File: src/rtl/writeback_unit.sv
// Writeback unit: accepts MEM/WB results over a valid/ready handshake,
// selects the result source, formats load data and drives the registered
// write port of the register file. Loads park the unit in WAIT_LOAD until
// the memory read data arrives.
module writeback_unit #(
    parameter int DATA_WIDTH     = 32,
    parameter int REG_ADDR_WIDTH = 5
) (
    input  logic                      clk,
    input  logic                      rst_n,
    input  logic                      i_valid,
    output logic                      o_ready,
    input  logic                      i_reg_write,
    input  logic [REG_ADDR_WIDTH-1:0] i_rd_addr,
    input  logic [1:0]                i_result_src,
    input  logic [DATA_WIDTH-1:0]     i_alu_result,
    input  logic [DATA_WIDTH-1:0]     i_pc_plus4,
    input  logic [2:0]                i_funct3,
    input  logic                      i_mem_rdata_valid,
    input  logic [DATA_WIDTH-1:0]     i_mem_rdata,
    input  logic                      i_flush,
    output logic                      o_rd_write_en_wb,
    output logic [REG_ADDR_WIDTH-1:0] o_rd_addr_wb,
    output logic [DATA_WIDTH-1:0]     o_rd_data_wb,
    output logic                      o_busy,
    output logic                      o_retire
);

    typedef enum logic {
        IDLE,
        WAIT_LOAD
    } state_t;

    localparam logic [1:0] SRC_LOAD = 2'b01;
    localparam logic [1:0] SRC_PC4  = 2'b10;

    state_t                    state;
    state_t                    next_state;
    logic                      accept;
    logic                      is_load;
    logic                      load_done;
    logic [REG_ADDR_WIDTH-1:0] lat_rd;
    logic                      lat_reg_write;
    logic [2:0]                lat_funct3;
    logic [1:0]                lat_off;
    logic [DATA_WIDTH-1:0]     direct_data;
    logic [DATA_WIDTH-1:0]     load_data;
    logic [7:0]                byte_sel;
    logic [15:0]               half_sel;

    assign o_ready   = (state == IDLE);
    assign o_busy    = (state == WAIT_LOAD);
    assign accept    = i_valid & o_ready & ~i_flush;
    assign is_load   = (i_result_src == SRC_LOAD);
    assign load_done = (state == WAIT_LOAD) & ~i_flush & i_mem_rdata_valid;

    // State register
    always_ff @(posedge clk or negedge rst_n) begin
        if (!rst_n) begin
            state <= IDLE;
        end else begin
            state <= next_state;
        end
    end

    // Next-state logic; flush takes priority over arriving read data
    always_comb begin
        next_state = state;
        case (state)
            IDLE: begin
                if (accept && is_load) begin
                    next_state = WAIT_LOAD;
                end
            end
            WAIT_LOAD: begin
                if (i_flush || i_mem_rdata_valid) begin
                    next_state = IDLE;
                end
            end
            default: next_state = IDLE;
        endcase
    end

    // Non-load result selection (11 behaves as ALU)
    always_comb begin
        direct_data = i_alu_result;
        if (i_result_src == SRC_PC4) begin
            direct_data = i_pc_plus4;
        end
    end

    // Extract the addressed byte/half of the memory word and extend it
    always_comb begin
        byte_sel  = i_mem_rdata[8*lat_off +: 8];
        half_sel  = i_mem_rdata[16*lat_off[1] +: 16];
        load_data = i_mem_rdata;
        case (lat_funct3)
            3'b000:  load_data = {{(DATA_WIDTH-8){byte_sel[7]}}, byte_sel};
            3'b100:  load_data = {{(DATA_WIDTH-8){1'b0}}, byte_sel};
            3'b001:  load_data = {{(DATA_WIDTH-16){half_sel[15]}}, half_sel};
            3'b101:  load_data = {{(DATA_WIDTH-16){1'b0}}, half_sel};
            default: load_data = i_mem_rdata;
        endcase
    end

    // Capture the load's destination and format info when it is accepted
    always_ff @(posedge clk or negedge rst_n) begin
        if (!rst_n) begin
            lat_rd        <= '0;
            lat_reg_write <= 1'b0;
            lat_funct3    <= 3'b000;
            lat_off       <= 2'b00;
        end else if (accept && is_load) begin
            lat_rd        <= i_rd_addr;
            lat_reg_write <= i_reg_write;
            lat_funct3    <= i_funct3;
            lat_off       <= i_alu_result[1:0];
        end
    end

    // Registered write port; addr/data only change when an instruction retires
    always_ff @(posedge clk or negedge rst_n) begin
        if (!rst_n) begin
            o_rd_write_en_wb <= 1'b0;
            o_rd_addr_wb     <= '0;
            o_rd_data_wb     <= '0;
            o_retire         <= 1'b0;
        end else begin
            o_rd_write_en_wb <= 1'b0;
            o_retire         <= 1'b0;
            if (accept && !is_load) begin
                o_rd_write_en_wb <= i_reg_write & (i_rd_addr != '0);
                o_rd_addr_wb     <= i_rd_addr;
                o_rd_data_wb     <= direct_data;
                o_retire         <= 1'b1;
            end else if (load_done) begin
                o_rd_write_en_wb <= lat_reg_write & (lat_rd != '0);
                o_rd_addr_wb     <= lat_rd;
                o_rd_data_wb     <= load_data;
                o_retire         <= 1'b1;
            end
        end
    end

endmodule

File: config.mk
export PLATFORM = sky130hd
export DESIGN_NAME = writeback_unit
export DESIGN_NICKNAME = d
export VERILOG_FILES = /design/src/rtl/writeback_unit.sv
export SDC_FILE = /design/constraint.sdc
export NUM_CORES = 1
export LEC_CHECK = 0
export ABC_CLOCK_PERIOD_IN_PS = 2300
export CAP_MARGIN = 20
export CORE_ASPECT_RATIO = 0.9
export CORE_UTILIZATION = 41
export CTS_CLUSTER_SIZE = 40
export DETAILED_ROUTE_END_ITERATION = 8
export GPL_TIMING_DRIVEN = 0
export HOLD_SLACK_MARGIN = 0.12
export PLACE_DENSITY = 0.82
export SKIP_CTS_REPAIR_TIMING = 1
export SYNTH_ARGS = -nofsm -noshare
export SYNTH_HDL_FRONTEND = slang
export SYNTH_SLANG_ARGS = --single-unit
File: constraint.sdc
create_clock -name clk -period 2.3 [get_ports clk]
set_input_delay 0.69 -clock clk [delete_from_list [all_inputs] [get_ports clk]]
set_output_delay 0.69 -clock clk [all_outputs]
set_load 0.005 [all_outputs]
==> impl_metrics.yaml <==
logic_synthesis:
  synthesized_net_count: 426
  synth.area.mux_share_pct: 17.1
  seq_area_frac_synth_pct: 42.1
  yosys.area_share.simple_pct: 16.7
  synthesis.yosys.warnings: 0
  ys_ff_latch: 51
  synth_top_family_by_area: "compound AO/OA/AOI/OAI gates"
  avgSynthCellArea_sq_um: 9.65
  synth.distinct_cells: 41
  synthesis.instances: 314
  synth_xor_xnor_area_share_pct: 0
  synth_area_sq_mm: 0.00303
  compound_cell_area_share_of_the_yosys_netlist_pct: 19.5
  synth-adder-area-share_pct: 0
placement:
  dp_cells: 560
  io_buffers: 152
  globalplace.congestion: 0.888
  placed_area_sq_mm: 0.00468
  post-dp-hpwl_mm: 8.43
cells_and_area:
  layout.core_utilization_pct: 68.1
  finish.instance_area_sq_mm: 0.00484
  area_growth_syn_to_layout_pct: 59.9
  final.fill_count: 594
  final_common_cell: "sky130_fd_sc_hd__clkdlybuf4s50_1"
  most-common-layout-cells: "151 x sky130_fd_sc_hd__clkdlybuf4s50_1, 51 x sky130_fd_sc_hd__dfrtp_1, 47 x sky130_fd_sc_hd__nand2_1"
  final_nets: 585
  insertedDiodeCount: 0
  final_cell_count_no_fill: 567
  post_route_cells_drive_above_1_share_pct: 11.8
route:
  avgViaCountPerCell: 5.72
  avgRoutedWirePerCell_microns: 19.3
  routed_wirelength_mm: 10.9
  drt_first_iter_violations: 239
  drc_errors: 0
  routed-via-count: 3244
  final_antenna_net_count: 0
  detail_route.first_pass.iterations: 5
clock_network:
  tritoncts.num_buffers: 5
  clk_latency_ns: 0.32
  path_clk_slew_ns: 0.10
  clock_path_buffers: 2
  ctsHtreeMaxLevel: 2
  root_buffer: "sky130_fd_sc_hd__clkbuf_8"
  cts_tree: "done"
  clkSinkCount: 51
grt:
  track_usage_pct: 28.4
  grt_pass1_vias: 3228
  global_route.overflow_total: 0
  first_pass_grt_wire_length_mm: 16.7
  maximum_number_of_pins_on_one_net_before_global_route_repair: 33
  antenna_found_initial: 0
floorplanning:
  die_area_sq_mm: 0.00774
  core_area_sq_mm: 0.00711
  die_height_microns: 83.5
  effective_utilization_at_floorplan_pct: 42.6
  rows: 29
  ioPinCount: 153
  die_width_microns: 92.6
run:
  cap_violations: 0
pwr:
  share_clk_of_total_power_pct: 21.8
  switching_share_pct: 30.8
  max-vdd-ir-drop_mv: 0.381
  power_density_mw_per_mm2: 639
  switching_power_mw: 0.952
  pwr-share-comb_pct: 39.3
  power_leakage_nw: 2.01
  seq_power_share_pct: 38.9
  p_int_mw: 2.14
worst_setup_path:
  timing.setup.critical_path_class: "primary input to flip-flop"
  end_kind: "flip-flop"
  arrival_ns: 2.51
  worstSetupStartpointType: "primary input"
  worstPathBufferInverterCount: 1
  worst_path_largest_cell_delay_ns: 0.62
  worst_path_max_delay_cell: "sky130_fd_sc_hd__a211oi_2"
  required_time_of_the_worst_setup_path_ns: 2.56
  critical_path.max_fanout: 8
  critical-path-top-delay-family: "compound AO/OA/AOI/OAI gates"
  worstPathCellList: "clkdlybuf4s50_1 > nand3b_1 > a211oi_2 > a221o_1"
sta:
  max_freq_mhz: 444
  final_count_of_pins_violating_max_slew: 0
  post_route_skew_ns: 0.00950
  timing.setup.tns_ns: 0
  min_period_over_period_pct: 97.9
  timing.final.crit_period_ns: 2.25
  setup_violations: 0
  rsz_0062_raised_after_global_routing: "no"
  relSlewSlack_pct: 51.4
  timing_hold_violations_final: 0
  tightestPinTransition_ns: 0.728
outcome:
  outcome: "completed"
hold_path:
  hp-class: "primary input to async pin"
==> final cells by class <==
class | count | area, sq um | area share [%]
Multi-Input combinational cell | 230 | 1640 | 33.8
Timing Repair Buffer | 153 | 1540 | 31.7
Clock inverter | 2 | 35.0 | 0.724
Clock buffer | 6 | 82.6 | 1.71
Inverter | 9 | 33.8 | 0.698
Buffer | 23 | 124 | 2.56
Tap cell | 93 | 116 | 2.40
Sequential cell | 51 | 1280 | 26.4
==> through the flow <==
stage / setup WS [ns] / hold slack [ns] / power (mW)
2_1_floorplan: 0.455 / 0.394 / 1.74
3_3_place_gp: -1.02 / 0.489 / 2.38
3_5_place_dp: -0.547 / 0.500 / 2.42
4_1_cts: -0.222 / 0.333 / 3.08
5_1_grt: 0.00319 / 0.349 / 3.23
6_report: 0.0474 / 0.323 / 3.09
==> registers in the layout, indices dropped and copies added, names as in the netlist <==
signal,flops
lat_off,2
o_rd_data_wb,32
o_rd_addr_wb,5
lat_reg_write,1
lat_funct3,3
lat_rd,5
o_retire,1
o_busy,1
o_rd_write_en_wb,1
==> metal layers <==
metal	up-vias	GRT usage (%)	routed length (microns)
li1	1493	-	-
met1	1546	36.3	4470
met2	185	45.9	5170
met3	20	7.47	1000
met4	0	10.8	277
met5	-	0	0
==> worst reg2reg max path, delay by kind of cell, from the launching register on <==
kind | cells | cell delay [ns]
compound gates | 1 | 0.31
buf+inv | 2 | 0.72
flops | 1 | 0.37
mux | 2 | 0.38
simple gates | 1 | 0.08
==> cell families after synthesis <==
group           Yosys count
flops                    51
buf+inv                  33
mux                      50
simple gates            108
compound gates           72
==> final timing paths <==
check,from,to,slack [ns],depth (start not counted)
hold / removal,rst_n,lat_rd[4],0.32,1
setup / recovery,i_flush,o_rd_data_wb[12],0.05,4
min in group clk,o_rd_data_wb[15],o_rd_data_wb[15],0.52,1
setup reg to reg,lat_off[1],o_rd_data_wb[2],0.35,6
hold reg to reg,o_rd_data_wb[15],o_rd_data_wb[15],0.52,1
max in group asynchronous,rst_n,o_rd_data_wb[13],1.43,2
==> power by group through the flow <==
stage | Combinational, mW | Clock, mW | Sequential [mW]
3_3_place_gp | 1.17 | 0 | 1.21
2_1_floorplan | 0.527 | 0 | 1.21
6_report | 1.21 | 0.674 | 1.20
5_1_grt | 1.30 | 0.708 | 1.23
4_1_cts | 1.20 | 0.675 | 1.20
3_5_place_dp | 1.20 | 0 | 1.22
==> synth_stat cells (all sizes together) <==
library cell	count	area share, %
dfrtp	51	42
nand2	47	5.8
mux2i	37	12
nor2	16	2.1
clkbuf	15	1.9
o21ai	14	2.3
mux2	13	4.8
a221oi	12	4.3
nand3	12	2.0
a221o	10	3.3
nor3	10	1.7
buf	9	1.7
inv	9	1.1
a21oi	6	0.99
a22oi	6	1.7
a32oi	6	1.7
or3	6	1.2
nor2b	5	1.0
o221a	4	1.5
a211oi	3	0.74
nand2b	3	0.62
or4	3	0.74
and3b	2	0.58
nor3b	2	0.50
o221ai	2	0.58
o22ai	2	0.41
a211o	1	0.29
a311o	1	0.33
a31oi	1	0.21
and3	1	0.21
nand3b	1	0.25
o211ai	1	0.25
o311a	1	0.37
o311ai	1	0.29
o31ai	1	0.25
Power figures use the tool's default switching activity.
==> RTL edit 1 (same flow settings) <==
Change the parameter `REG_ADDR_WIDTH` from 5 to 4.
--- a/src/rtl/writeback_unit.sv
+++ b/src/rtl/writeback_unit.sv
@@ -4,7 +4,7 @@
 // the memory read data arrives.
 module writeback_unit #(
     parameter int DATA_WIDTH     = 32,
-    parameter int REG_ADDR_WIDTH = 5
+    parameter int REG_ADDR_WIDTH = 4
 ) (
     input  logic                      clk,
     input  logic                      rst_n,
Interface: changed (resized i_rd_addr and o_rd_addr_wb); port bits go from 153 to 151. The function was not compared with the original's and may differ.
==> RTL edit 1 against the original RTL <==
Worst hold slack better by 0.051 ns; synthesized area increased by 1.8%; cell count rose by 7.2%; power down 5.1%; cell area shrank 0.15%; wire length shrank 1.0%; setup slack improved by 0.017 ns; maximum frequency is 0.75% higher; utilization decreased by 0.45 points; combinational power increased by 3%; sequential cell count fell by 2; largest power group unchanged.
==> RTL edit 1: results (changes against the original RTL) <==
The run finished with clean final reports. The total routed wirelength is 10800 µm (-1.0%). The logs give 5110 µm (-1.0%) for the wire length on met2 and 0.30 ns (-0.02 ns) for the insertion delay to the later sink of the worst-skew pair. The run gives 625 (+6.8%) as the number of nets in the layout.

The switching share of total power is 0.322 (+0.0145). The number of buffers inserted by port buffering was 150 (-1.3%); the data arrival at the endpoint of the critical path was 2.43 ns (-0.08 ns). The run gives 601 (+7.3%) as the instance count after placement with tap cells included. The logs give -0.593 ns (-0.0465 ns) for the post-placement setup slack and 0.885 (-0.42%) for the weighted congestion reported at the end of routability-driven placement. For the portion of total power attributed to the clock network, the log shows 0.185 (-0.033).

Normalized max-slew margin: 0.601 (+0.0869). The via count of the first global-routing pass was 3316 (+2.7%). Half-perimeter wire length after placement: 8410 µm (-0.23%).

The per-instance average area after synthesis is 8.64 µm² (-10%), and the share of cells above drive strength 1 is 0.0951 (-0.0230). The global routing usage on met1 is 0.366 (+0.00379), and the compound-gate portion of the synthesized area is 0.225 (+0.0302). Leakage dissipation: 2.13 nW (+5.6%). The run gives 0.450 (-0.00872) as the met2 global-route usage. After synthesis, the most frequently instantiated cells are nand2_1 (78), dfrtp_1 (49), clkbuf_1 (21). Largest voltage drop on the vdd net: 0.351 mV (-7.8%). After synthesis, the cell types taking the most area are dfrtp_1 (40%), nand2_1 (9.5%), mux2_2 (5.8%). The initial detailed-routing violation count came out at 233 (-2.5%). The routed length on met3 was 868 µm (-13%); the combinational fraction of design power was 0.427 (+0.034). The tools report the first-pass GRT wire length as 16700 µm (+0.13%). The tools report the post-placement cell area as 4720 µm² (+0.75%).

In the final layout, the registers with the most flip-flops are o_rd_data_wb (32), lat_rd (4), o_rd_addr_wb (4). The detailed-route wire length on metal 1 came out at 4640 µm (+3.9%). The pin count of the biggest net entering global routing was 27 (-18%). The tools report the overall power as 0.00294 W (-5.1%).

The worst-path maximum fanout came out at 10 (+2). The tools report the number of standard cells in the layout, taps in and fillers out as 608 (+7.2%).
==> RTL edit 1: changes by cell type in the layout (fill, tap and decap cells not counted), moves of 6 or more <==
cell	delta
nand3_1	-9
nor3_1	-9
clkbuf_1	+6
mux2i_1	-25
a221o_1	-9
nand2_1	+31
inv_1	+9
and3_1	+14
a211o_1	+6
a21oi_1	+11
or3_1	+6
a2bb2oi_1	+7
o22ai_1	+6
==> RTL edit 1: worst max-delay path, stage by stage <==
cell             delay, ns
clkdlybuf4s50_1       0.44
nand2b_1              0.23
nand2_1               0.17
buf_2                 0.26
buf_2                 0.27
a21oi_1               0.09
a211o_1               0.28
==> RTL edit 1: path summary, 6_finish.rpt <==
check / start / slack [ns] / end
max in group asynchronous: rst_n / 1.38 / o_rd_data_wb[13]
worst min-delay path: rst_n / 0.37 / o_retire
min in group clk: o_rd_addr_wb[3] / 0.49 / o_rd_addr_wb[3]
worst min register to register: o_rd_addr_wb[3] / 0.49 / o_rd_addr_wb[3]
worst max register to register: lat_funct3[0] / 0.38 / o_rd_data_wb[3]
worst max-delay path: i_result_src[1] / 0.06 / o_rd_data_wb[13]
==> RTL edit 1: cells by family after synthesis <==
kind of cell | Yosys count
AOI/OAI and AO/OA | 91
muxes | 29
DFF | 49
buffers and inverters | 46
and+or+nand+nor | 142
==> RTL edit 1: cell type report <==
class / instances / area [µm²]
Timing Repair Buffer: 151 / 1520
Fill cell: 598 / 2310
Buffer: 29 / 145
Clock buffer: 6 / 82.6
Inverter: 16 / 60.1
Tap cell: 93 / 116
Multi-Input combinational cell: 262 / 1670
Sequential cell: 49 / 1230
Clock inverter: 2 / 13.8
==> RTL edit 2 (same flow settings) <==
Without the edit above. Reset style: synchronous (`rst_n`), changed in 3 clocked blocks.
--- a/src/rtl/writeback_unit.sv
+++ b/src/rtl/writeback_unit.sv
@@ -55,7 +55,7 @@
     assign load_done = (state == WAIT_LOAD) & ~i_flush & i_mem_rdata_valid;
 
     // State register
-    always_ff @(posedge clk or negedge rst_n) begin
+    always_ff @(posedge clk) begin
         if (!rst_n) begin
             state <= IDLE;
         end else begin
@@ -104,7 +104,7 @@
     end
 
     // Capture the load's destination and format info when it is accepted
-    always_ff @(posedge clk or negedge rst_n) begin
+    always_ff @(posedge clk) begin
         if (!rst_n) begin
             lat_rd        <= '0;
             lat_reg_write <= 1'b0;
@@ -119,7 +119,7 @@
     end
 
     // Registered write port; addr/data only change when an instruction retires
-    always_ff @(posedge clk or negedge rst_n) begin
+    always_ff @(posedge clk) begin
         if (!rst_n) begin
             o_rd_write_en_wb <= 1'b0;
             o_rd_addr_wb     <= '0;
Formal check against the unedited RTL: differs if rst_n is asserted again (counterexample within 4 cycles, from zero or initial values and one cycle with rst_n low); with rst_n held inactive, the same outputs for 10 cycles.
==> RTL edit 2 against the original RTL <==
Wire length increased by 11%; via count is 18% higher; sequential cell count stayed put; cell area grew 1.5%; first-iteration DRC count is 0.42% higher; register-to-register slack got worse by 0.07 ns; setup slack worse by 0.016 ns; synthesized area grew 2.5%; critical endpoint is now o_rd_data_wb[21]; largest cell class is now multi-input gates.
Power is not compared: it rests on default switching activity, and its combinational part moved more than twofold at a synthesized area within 25%.
==> RTL edit 2: results (changes against the original RTL) <==
The pin count of the biggest net entering global routing was 16 (-52%). The logs give 672 (+19%) for the number of standard cells in the layout, taps in and fillers out and 0.30 ns (-0.02 ns) for the insertion delay to the later sink of the worst-skew pair. The instance count after placement with tap cells included is 663 (+18%). The logs give 531 (+25%) for the synthesized netlist net count and 40 (-2.4%) for the count of different cell masters after synthesis. The largest stage delay on the critical path is 0.49 ns (-0.13 ns). By area the synthesized netlist is led by dfxtp_1 (33%), nand2_1 (11%), a21oi_1 (6.6%).

The per-instance average area after synthesis was 7.41 µm² (-23%); the normalized max-slew margin was 0.612 (+0.0974). The global-route usage over all layers was 0.301 (+0.0171). Fraction of area in registers: 0.208 (-0.0558).

Among all stages on the critical path, the largest delay is contributed by clkdlybuf4s50_1. The inverter count was 10 (+1); the count of multi-input gates was 319 (+39%). First-pass GRT wire length: 18600 µm (+11%). The number of antenna violations at the first check in global routing is 0 (unchanged). The total routed wirelength was 12100 µm (+11%); the sequential share of the synthesized area was 0.329 (-0.0925).

The logs give -0.463 ns (+0.0833 ns) for the post-placement setup slack and 4 (-1) for the number of optimization iterations in the first detailed-route pass. The flow ran to the end, and the final reports show no timing, DRC or antenna violations. The number of buffers inserted by port buffering was 151 (-0.66%).

For the half-perimeter wire length after placement, the log shows 9270 µm (+9.9%). Share of cells above drive strength 1: 0.0915 (-0.0266). Share of async-settable or async-resettable flops after synthesis: 0 (-1.00).

The worst-path maximum fanout came out at 10 (+2). The initial detailed-routing violation count is 240 (+0.42%). The final clock skew was 0.00551 ns (-0.00398 ns). The number of clock buffer instances in the layout came out at 7 (+1).

The run gives 1920 µm² (+17%) as the area taken by multi-input logic gates. Weighted congestion reported at the end of routability-driven placement: 0.881 (-0.83%). Data arrival at the endpoint of the critical path: 2.47 ns (-0.04 ns). The relative area of clock buffers and inverters in the final design came out at 0.0211 (-0.00316). The overall via count from detail_route was 3815 (+18%). The commonest cells after synthesis are nand2_1 (93), dfxtp_1 (51), a21oi_1 (41). The number of nets in the layout is 690 (+18%).

Count of fill cells added during filler insertion: 622 (+4.7%).
RTL edit 2: cell types whose count changed after synthesis, moves of 13 or more:
cell,delta
dfrtp_1,-51
dfxtp_1,+51
nand2_1,+46
a21oi_1,+35
mux2i_1,-27
a31oi_1,+22
o21ai_0,+13
RTL edit 2: logic make-up after synthesis:
| group | Yosys count | share of synthesized area |
|---|---|---|
| AO/OA/AOI/OAI | 152 | 0.322 |
| buffers and inverters | 49 | 0.0673 |
| flip-flops | 51 | 0.329 |
| multiplexers | 19 | 0.0661 |
| AND/OR/NAND/NOR | 148 | 0.216 |
RTL edit 2: final timing paths:
kind               startpoint          endpoint  slack (ns)  cells after the start
min          o_rd_data_wb[24]  o_rd_data_wb[24]        0.46                      2
min reg2reg  o_rd_data_wb[24]  o_rd_data_wb[24]        0.46                      2
max reg2reg     lat_funct3[1]  o_rd_data_wb[26]        0.28                      5
max           i_mem_rdata[23]  o_rd_data_wb[21]        0.03                      7
RTL edit 2: through the flow:
step / cell area [µm²] / TNS [ns]
3_5_place_dp: 4730 / -16.38
2_1_floorplan: 3110 / 0
4_1_cts: 4840 / -2.86
5_1_grt: 4910 / -0.0781
3_3_place_gp: 4730 / -12.43
6_report: 4910 / 0
RTL edit 2: tightest hold or removal path: stages, from the launching register on:
cell     delay (ns)
dfxtp_1        0.34
nand2_1        0.04
o21ai_0        0.05
RTL edit 2: metal layers:
| layer | global-route usage | part of all wire | up-vias |
|---|---|---|---|
| li1 | - | - | 1817 |
| met1 | 0.403 | 0.44 | 1738 |
| met2 | 0.491 | 0.44 | 223 |
| met3 | 0.0507 | 0.090 | 37 |
| met4 | 0.0937 | 0.031 | 0 |
| met5 | 0 | 0 | - |
